File: src/rtl/uart_tx_buffered_if.sv
// Byte-store and status bundle between the MA-stage UART port and uart_tx_buffered.
// master = store-port side, slave = transmitter side.
interface uart_tx_buffered_if #(
  parameter int FIFO_AW = 4
);
  logic               wr_en;
  logic [7:0]         wr_data;
  logic               ovf_clr;
  logic               tx;
  logic               full;
  logic               empty;
  logic [FIFO_AW:0]   level;
  logic               busy;
  logic               overflow;

  modport master (
    output wr_en, wr_data, ovf_clr,
    input  tx, full, empty, level, busy, overflow
  );

  modport slave (
    input  wr_en, wr_data, ovf_clr,
    output tx, full, empty, level, busy, overflow
  );
endinterface

File: src/rtl/uart_tx_buffered.sv
// FIFO-buffered UART transmitter: stored bytes are queued and sent as 8N1 frames, LSB first.
// Define UART_TX_PARITY_EN to insert an even-parity bit between the data bits and the stop bit.
module uart_tx_buffered #(
  parameter int CLKS_PER_BIT = 868,
  parameter int FIFO_AW      = 4
) (
  input  logic                    clk,
  input  logic                    rst,
  uart_tx_buffered_if.slave       bus
);
  localparam int DEPTH = 2 ** FIFO_AW;
  localparam int BCW   = (CLKS_PER_BIT > 1) ? $clog2(CLKS_PER_BIT) : 1;
  localparam logic [BCW-1:0]   BAUD_LAST = BCW'(CLKS_PER_BIT - 1);
  localparam logic [BCW-1:0]   BAUD_ONE  = BCW'(1);
  localparam logic [FIFO_AW:0] PTR_ONE   = {{FIFO_AW{1'b0}}, 1'b1};

`ifdef UART_TX_PARITY_EN
  typedef enum logic [2:0] {IDLE, START, DATA, PARITY, STOP} state_t;
`else
  typedef enum logic [2:0] {IDLE, START, DATA, STOP} state_t;
`endif

  state_t           state_q, state_d;
  logic [BCW-1:0]   baud_q, baud_d;
  logic [2:0]       bit_q, bit_d;
  logic [7:0]       shift_q, shift_d;
  logic             tx_q, tx_d;
  logic             ovf_q;
  logic [FIFO_AW:0] wr_ptr_q, rd_ptr_q;
  logic [7:0]       mem_q [DEPTH];
  logic [7:0]       head;
  logic [FIFO_AW:0] level;
  logic             full, empty, pop, push, drop, baud_done;
`ifdef UART_TX_PARITY_EN
  logic             parity_q, parity_d;
`endif

  // Pointers carry one extra MSB so full and empty are distinguishable.
  assign level     = wr_ptr_q - rd_ptr_q;
  assign empty     = (wr_ptr_q == rd_ptr_q);
  assign full      = (wr_ptr_q[FIFO_AW] != rd_ptr_q[FIFO_AW]) &&
                     (wr_ptr_q[FIFO_AW-1:0] == rd_ptr_q[FIFO_AW-1:0]);
  assign head      = mem_q[rd_ptr_q[FIFO_AW-1:0]];
  assign push      = bus.wr_en && (!full || pop);
  assign drop      = bus.wr_en && full && !pop;
  assign baud_done = (baud_q == BAUD_LAST);

  always_ff @(posedge clk) begin
    if (push) begin
      mem_q[wr_ptr_q[FIFO_AW-1:0]] <= bus.wr_data;
    end
  end

  always_ff @(posedge clk) begin
    if (rst) begin
      wr_ptr_q <= '0;
      rd_ptr_q <= '0;
      ovf_q    <= 1'b0;
    end else begin
      if (push) wr_ptr_q <= wr_ptr_q + PTR_ONE;
      if (pop)  rd_ptr_q <= rd_ptr_q + PTR_ONE;
      if (drop)             ovf_q <= 1'b1;
      else if (bus.ovf_clr) ovf_q <= 1'b0;
    end
  end

  always_ff @(posedge clk) begin
    if (rst) begin
      state_q  <= IDLE;
      baud_q   <= '0;
      bit_q    <= '0;
      shift_q  <= '0;
      tx_q     <= 1'b1;
`ifdef UART_TX_PARITY_EN
      parity_q <= 1'b0;
`endif
    end else begin
      state_q  <= state_d;
      baud_q   <= baud_d;
      bit_q    <= bit_d;
      shift_q  <= shift_d;
      tx_q     <= tx_d;
`ifdef UART_TX_PARITY_EN
      parity_q <= parity_d;
`endif
    end
  end

  always_comb begin
    state_d  = state_q;
    baud_d   = baud_q + BAUD_ONE;
    bit_d    = bit_q;
    shift_d  = shift_q;
    pop      = 1'b0;
    tx_d     = 1'b1;
`ifdef UART_TX_PARITY_EN
    parity_d = parity_q;
`endif
    case (state_q)
      IDLE: begin
        baud_d = '0;
        if (!empty) begin
          pop     = 1'b1;
          state_d = START;
        end
      end
      START: if (baud_done) state_d = DATA;
      DATA: begin
        if (baud_done) begin
          shift_d = {1'b0, shift_q[7:1]};
          if (bit_q == 3'd7) begin
`ifdef UART_TX_PARITY_EN
            state_d = PARITY;
`else
            state_d = STOP;
`endif
          end else begin
            bit_d = bit_q + 3'd1;
          end
        end
      end
`ifdef UART_TX_PARITY_EN
      PARITY: if (baud_done) state_d = STOP;
`endif
      STOP: begin
        // Chain straight into the next start bit so queued frames are back to back.
        if (baud_done) begin
          if (!empty) begin
            pop     = 1'b1;
            state_d = START;
          end else begin
            state_d = IDLE;
          end
        end
      end
      default: state_d = IDLE;
    endcase

    if (pop) begin
      shift_d  = head;
`ifdef UART_TX_PARITY_EN
      parity_d = ^head;
`endif
    end
    if (state_d != state_q) begin
      baud_d = '0;
      bit_d  = '0;
    end

    // tx is computed from the next state so the pin flop changes with the FSM.
    case (state_d)
      START:  tx_d = 1'b0;
      DATA:   tx_d = shift_d[0];
`ifdef UART_TX_PARITY_EN
      PARITY: tx_d = parity_d;
`endif
      default: tx_d = 1'b1;
    endcase
  end

  assign bus.tx       = tx_q;
  assign bus.full     = full;
  assign bus.empty    = empty;
  assign bus.level    = level;
  assign bus.busy     = (state_q != IDLE);
  assign bus.overflow = ovf_q;
endmodule

File: src/flat_wrapper.sv
// flat-port wrapper written by rule: the top's interface ports become plain ports
module uart_tx_buffered_flat 
#(
  parameter int CLKS_PER_BIT = 868,
  parameter int FIFO_AW      = 4
)
  (clk, rst, bus_wr_en, bus_wr_data, bus_ovf_clr, bus_tx, bus_full, bus_empty, bus_level, bus_busy, bus_overflow);
  uart_tx_buffered_if #(.FIFO_AW(FIFO_AW)) bus_i ();
  input  logic clk;
  input  logic rst;
  input wire logic [$bits(bus_i.wr_en)-1:0] bus_wr_en;
  input wire logic [$bits(bus_i.wr_data)-1:0] bus_wr_data;
  input wire logic [$bits(bus_i.ovf_clr)-1:0] bus_ovf_clr;
  output wire logic [$bits(bus_i.tx)-1:0] bus_tx;
  output wire logic [$bits(bus_i.full)-1:0] bus_full;
  output wire logic [$bits(bus_i.empty)-1:0] bus_empty;
  output wire logic [$bits(bus_i.level)-1:0] bus_level;
  output wire logic [$bits(bus_i.busy)-1:0] bus_busy;
  output wire logic [$bits(bus_i.overflow)-1:0] bus_overflow;
  assign bus_i.wr_en = bus_wr_en;
  assign bus_i.wr_data = bus_wr_data;
  assign bus_i.ovf_clr = bus_ovf_clr;
  assign bus_tx = bus_i.tx;
  assign bus_full = bus_i.full;
  assign bus_empty = bus_i.empty;
  assign bus_level = bus_i.level;
  assign bus_busy = bus_i.busy;
  assign bus_overflow = bus_i.overflow;
  uart_tx_buffered #(.CLKS_PER_BIT(CLKS_PER_BIT), .FIFO_AW(FIFO_AW)) u_core (.clk(clk), .rst(rst), .bus(bus_i));
endmodule
File: config.mk
export PLATFORM = sky130hd
export DESIGN_NAME = uart_tx_buffered_flat
export DESIGN_NICKNAME = d
export VERILOG_FILES = /design/src/rtl/uart_tx_buffered_if.sv /design/src/rtl/uart_tx_buffered.sv /design/src/flat_wrapper.sv
export SDC_FILE = /design/constraint.sdc
export NUM_CORES = 1
export LEC_CHECK = 0
export ABC_AREA = 1
export CORE_AREA = 3 3 124 156
export CTS_CLUSTER_DIAMETER = 120
export DETAILED_ROUTE_END_ITERATION = 8
export DIE_AREA = 0 0 127 159
export HOLD_SLACK_MARGIN = 0.12
export PLACE_DENSITY = 0.63
export SLEW_MARGIN = 10
export SYNTH_ARGS = -nofsm -noshare
export SYNTH_HDL_FRONTEND = slang
export SYNTH_SLANG_ARGS = --single-unit
export TNS_END_PERCENT = 10
File: constraint.sdc
create_clock -name clk -period 6 [get_ports clk]
set_input_delay 1.5 -clock clk [delete_from_list [all_inputs] [get_ports clk]]
set_output_delay 1.5 -clock clk [all_outputs]
set_load 0.1 [all_outputs]
# Word-level counts from Yosys, hierarchy flattened
# Memories as Yosys holds them, arrays and structs flattened. A register that Yosys moved wholly into a read port is not among the register bits.
# Index checks and enable logic that the tools add are counted.
[totals] wordCells=63 inputBits=12 reg_bits=36 mem_bits_rw=128 mem_count=1
[memory_table] name="u_core.mem_q" words=16 width=8 rd=1 rd_clocked_by_memory_dff=1 write_ports=1 line="uart_tx_buffered.sv:30" text="logic [7:0] mem_q [DEPTH];"
[classes] bitwise=1 n_mux=20 n_eq_ne=11 add_sub_neg=5 reduce_logical=16
[ops] operator="$mux 8" n=3
[ops] operator="$mux 3" n=5
[ops] operator="$pmux 3 s4" n=1
[ops] operator="$add 10x1->10 const B" n=1
[ops] operator="$add 5x1->5 const B" n=2
[ops] operator="$eq 10x10->1 const B" n=1
[ops] operator="$eq 3x2->1 const B" n=3
[ops] operator="$mux 4" n=2
[ops] operator="$mux 1" n=7
[ops] operator="$eq 3x1->1 const B" n=2
[ops] operator="$reduce_bool 2->1" n=3
[ops] operator="$eq 5x5->1" n=1
[ops] operator="$sub 5x5->5" n=1
[ops] operator="$eq 4x4->1" n=1
[ops] operator="$logic_and 1x1->1" n=4
[ops] operator="$pmux 1 s2" n=2
[ops] operator="$add 3x1->3 const B" n=1
[ops] operator="$eq 3x3->1 const B" n=1
[ops] operator="$logic_not 3->1" n=1
[ops] operator="$ne 3x3->1" n=1
[ops] operator="$reduce_and 3->1" n=1
[ops] operator="$reduce_bool 3->1" n=1
[ops] operator="$reduce_or 3->1" n=1
[ops] operator="$logic_not 1->1" n=2
[ops] operator="5 further kinds" n=5

# Longest topological paths before layout
[depth] depth_word=8 depth_mapped=14 mapped_depth_nobuf=13

# Worst setup path before layout
# Ideal clock, no wire load.
[synth_path] path_type="register to output" from="register u_core.wr_ptr_q[0]" to="output bus_full" path_stages_with_launch=5 n_path_buf=0 required_time_ns=4.500 path_slack_ns=1.539 arrival_ns=2.961 cell_sequence="dfxtp_1 -> inv_1 -> ha_1 -> nand2_1 -> nor3_1"
[synth_between] elab_chain_len=2
[synth_rtl] item="from (decl)" line="uart_tx_buffered.sv:29" text="logic [FIFO_AW:0] wr_ptr_q, rd_ptr_q;"
[synth_rtl] item="from (signal assigned)" line="uart_tx_buffered.sv:60" text="if (push) wr_ptr_q <= wr_ptr_q + PTR_ONE;"
[synth_rtl] item="$eq 4x4->1" line="uart_tx_buffered.sv:42" text="(wr_ptr_q[FIFO_AW-1:0] == rd_ptr_q[FIFO_AW-1:0]);"
[synth_rtl] item="$logic_and 1x1->1" line="uart_tx_buffered.sv:41" text="assign full = (wr_ptr_q[FIFO_AW] != rd_ptr_q[FIFO_AW]) &&"
[synth_rtl] item="to (decl)" line="flat_wrapper.sv:15" text="output wire logic [$bits(bus_i.full)-1:0] bus_full;"
# No other way between the ends.

# Final worst setup path
[layout_path] from="register u_core.wr_ptr_q[0]" to="output bus_level[4]"
[layout_between] elab_chain_len=1
[layout_rtl] item="$sub 5x5->5" line="uart_tx_buffered.sv:39" text="assign level = wr_ptr_q - rd_ptr_q;"
[layout_rtl] item="to (decl)" line="flat_wrapper.sv:17" text="output wire logic [$bits(bus_i.level)-1:0] bus_level;"
# No other way between the ends.

==> reports/results.tsv <==
metric	value	unit
ys_types	31	
worstPathArrival	3.08	ns
cts_resized	0	
drt.antenna.violating_nets	0	
cts_buffer_depth	2	
power.leakage	2.85	nW
io_buffers	21	
drive_gt1_share	7.02	%
drc	0	
status	completed	
clk_latency	0.42	ns
synth_top_area_cell	edfxtp_1	
antenna_found_initial	0	
dp_hpwl	9670	um
die_x	127	um
htree_levels	4	
cts_tree	built	
synth-seq-cells	168	
vdd_drop_max	325	uV
ys_seq_area_share	64.8	%
ys.flop_type	edfxtp_1	
syn_to_final_growth	13.3	%
firstDrtPassIters	4	
pin_count	22	
async_flop_share	0	%
fin_tns_setup	0	ns
drt_wl_total	16000	um
wl_per_cell	16.7	um
finish.utilization	45.0	%
final-setup-viol-count	0	
vias	4867	
antenna_cells	0	
critPathLaunchType	register	
synth_area_leaders	edfxtp_1, dfxtp_1, nor2_1	
first_iter_violations	444	
ctsHoldBuffers	0	
n_fill_cell	1702	
syn_avg_cell_area	10.3	sq um
crit_type	reg -> out	
wl_met3	563	um
first_global_vias	4760	
start_util	39.7	%
core	18000	sq um
nNetsFinal	738	
fin_worst_skew	0.0120	ns
syn_inst	699	
numCtsBuffers	17	
post-cts-setup-buffers	0	
top_layer	met4	
period_needed	4.58	ns
die_area	20200	sq um
clk_pin_slew	0.06	ns
synth_top_family_by_area	simple AND/OR/NAND/NOR gates	
finalCritPeriodShare	76.4	%
synth_edf_count	128	
wl_met1	6870	um
clockRootBuffer	clkbuf_16	
muxShareOfSynthArea	0	%
yosysMostFrequentCell	nor2_1	
cts_sinks	168	
max_freq	0.218	GHz
routabilityCongestion	0.812	
ys_top_cells_by_count	nor2_1, edfxtp_1, nand2_1	
synthAdderAreaFrac	2.37	%
hold_path.class	reg -> reg	
worst_pin_slew	0.986	ns
ys_warn_count	0	
drv_cap	0	
relSlewSlack	34.1	%
synth-compound-area-share	6.60	%
power-per-cell-area	360	nW/um^2
syn_area	7170	sq um
synth-simple-area-share	20.4	%
hold_viol	0	
die_h	159	um
grt_pass1_wl	24900	um
post-place-ws	1.86	ns
avgViaCountPerCell	5.10	
fin_ws	1.42	ns
wl_met2	8240	um
cp-end-kind	output pin	
maxSlewViolCount	0	
grt_setup_unrepaired	no	
required	4.50	ns
overflow	0	
synth_xor_area_share	1.83	%
floorplan.rows	55	
synth_top_area_share	53.6	%
synth_nets	724	
worst-path-max-fanout	5	
grt_max_degree	66	
grt_usage	16.0	%
## power breakdown
part           switching, mW  internal, mW  leakage, nW
Clock                  0.460         0.601        0.273
Combinational          0.418         0.144         1.09
Sequential            0.0163          1.28         1.48
Total                  0.894          2.03         2.85
## logic make-up (layout without fill, tap and decap cells)
logic type	Yosys count	in the layout
flops	168	168
other cells	1	1
buf+inv	67	94
simple gates	346	346
fa+ha+maj	13	13
compound gates	89	89
xor+xnor	15	15
## per-stage QoR
step	hold slack, ns	instances	total power [mW]	area (sq um)
5_1_grt	0.470	954	3.03	8120
3_3_place_gp	0.432	922	1.88	7550
4_1_cts	0.457	954	2.94	8120
3_5_place_dp	0.445	922	1.89	7550
6_report	0.455	954	2.92	8120
2_1_floorplan	0.418	699	1.74	7170
## registers in the layout, summed over array words and instances, names as in the netlist, named ones only
name / count
u_core.mem_q: 128
u_core.baud_q: 10
u_core.shift_q: 8
u_core.rd_ptr_q: 5
u_core.wr_ptr_q: 5
u_core.bit_q: 3
u_core.state_q: 3
u_core.bus.overflow: 1
u_core.bus.tx: 1
## layer usage
layer  vias up  global-route usage (%)
met4         0                    5.51
met3        25                    3.19
met2        91                    27.7
met1      2340                    19.9
li1       2411                       -
met5         -                       0
## worst paths after layout
kind / start / endpoint / slack [ns] / cells after the start
worst max-delay path: u_core.wr_ptr_q[0] / bus_level[4] / 1.42 / 6
worst min-delay path: u_core.baud_q[0] / u_core.baud_q[0] / 0.46 / 1
worst max register to register: u_core.wr_ptr_q[0] / u_core.mem_q[14][0] / 2.67 / 13
worst min register to register: u_core.baud_q[0] / u_core.baud_q[0] / 0.46 / 1
## worst max-delay path: stages (launching register included)
cell             delay [ns]
dfxtp_1                0.40
inv_1                  0.11
ha_1                   0.22
fa_1                   0.40
o21ai_0                0.22
xor2_1                 0.17
clkdlybuf4s50_1        1.15
## layout make-up
cell class | instances | area, sq um | area share [%]
well taps | 228 | 285 | 3.51
inverters | 38 | 146 | 1.80
multi-input cells | 464 | 2240 | 27.6
clock inverters | 12 | 115 | 1.42
flip-flops and latches | 168 | 4650 | 57.2
clock buffers | 20 | 458 | 5.64
repair buffers | 24 | 233 | 2.87
## cells in the final DEF, fill, tap and decap left out, drive strengths merged, types with 4 or more instances in the layout
cell type / count
nor2: 143
edfxtp: 128
nand2: 118
nand3: 77
o21ai: 59
dfxtp: 40
inv: 40
a21oi: 25
clkdlybuf4s50: 21
clkbuf: 20
xor2: 13
ha: 12
clkinv: 6
o211ai: 5
nor3: 4
nand4: 4
(Power assumes the default switching activity.)
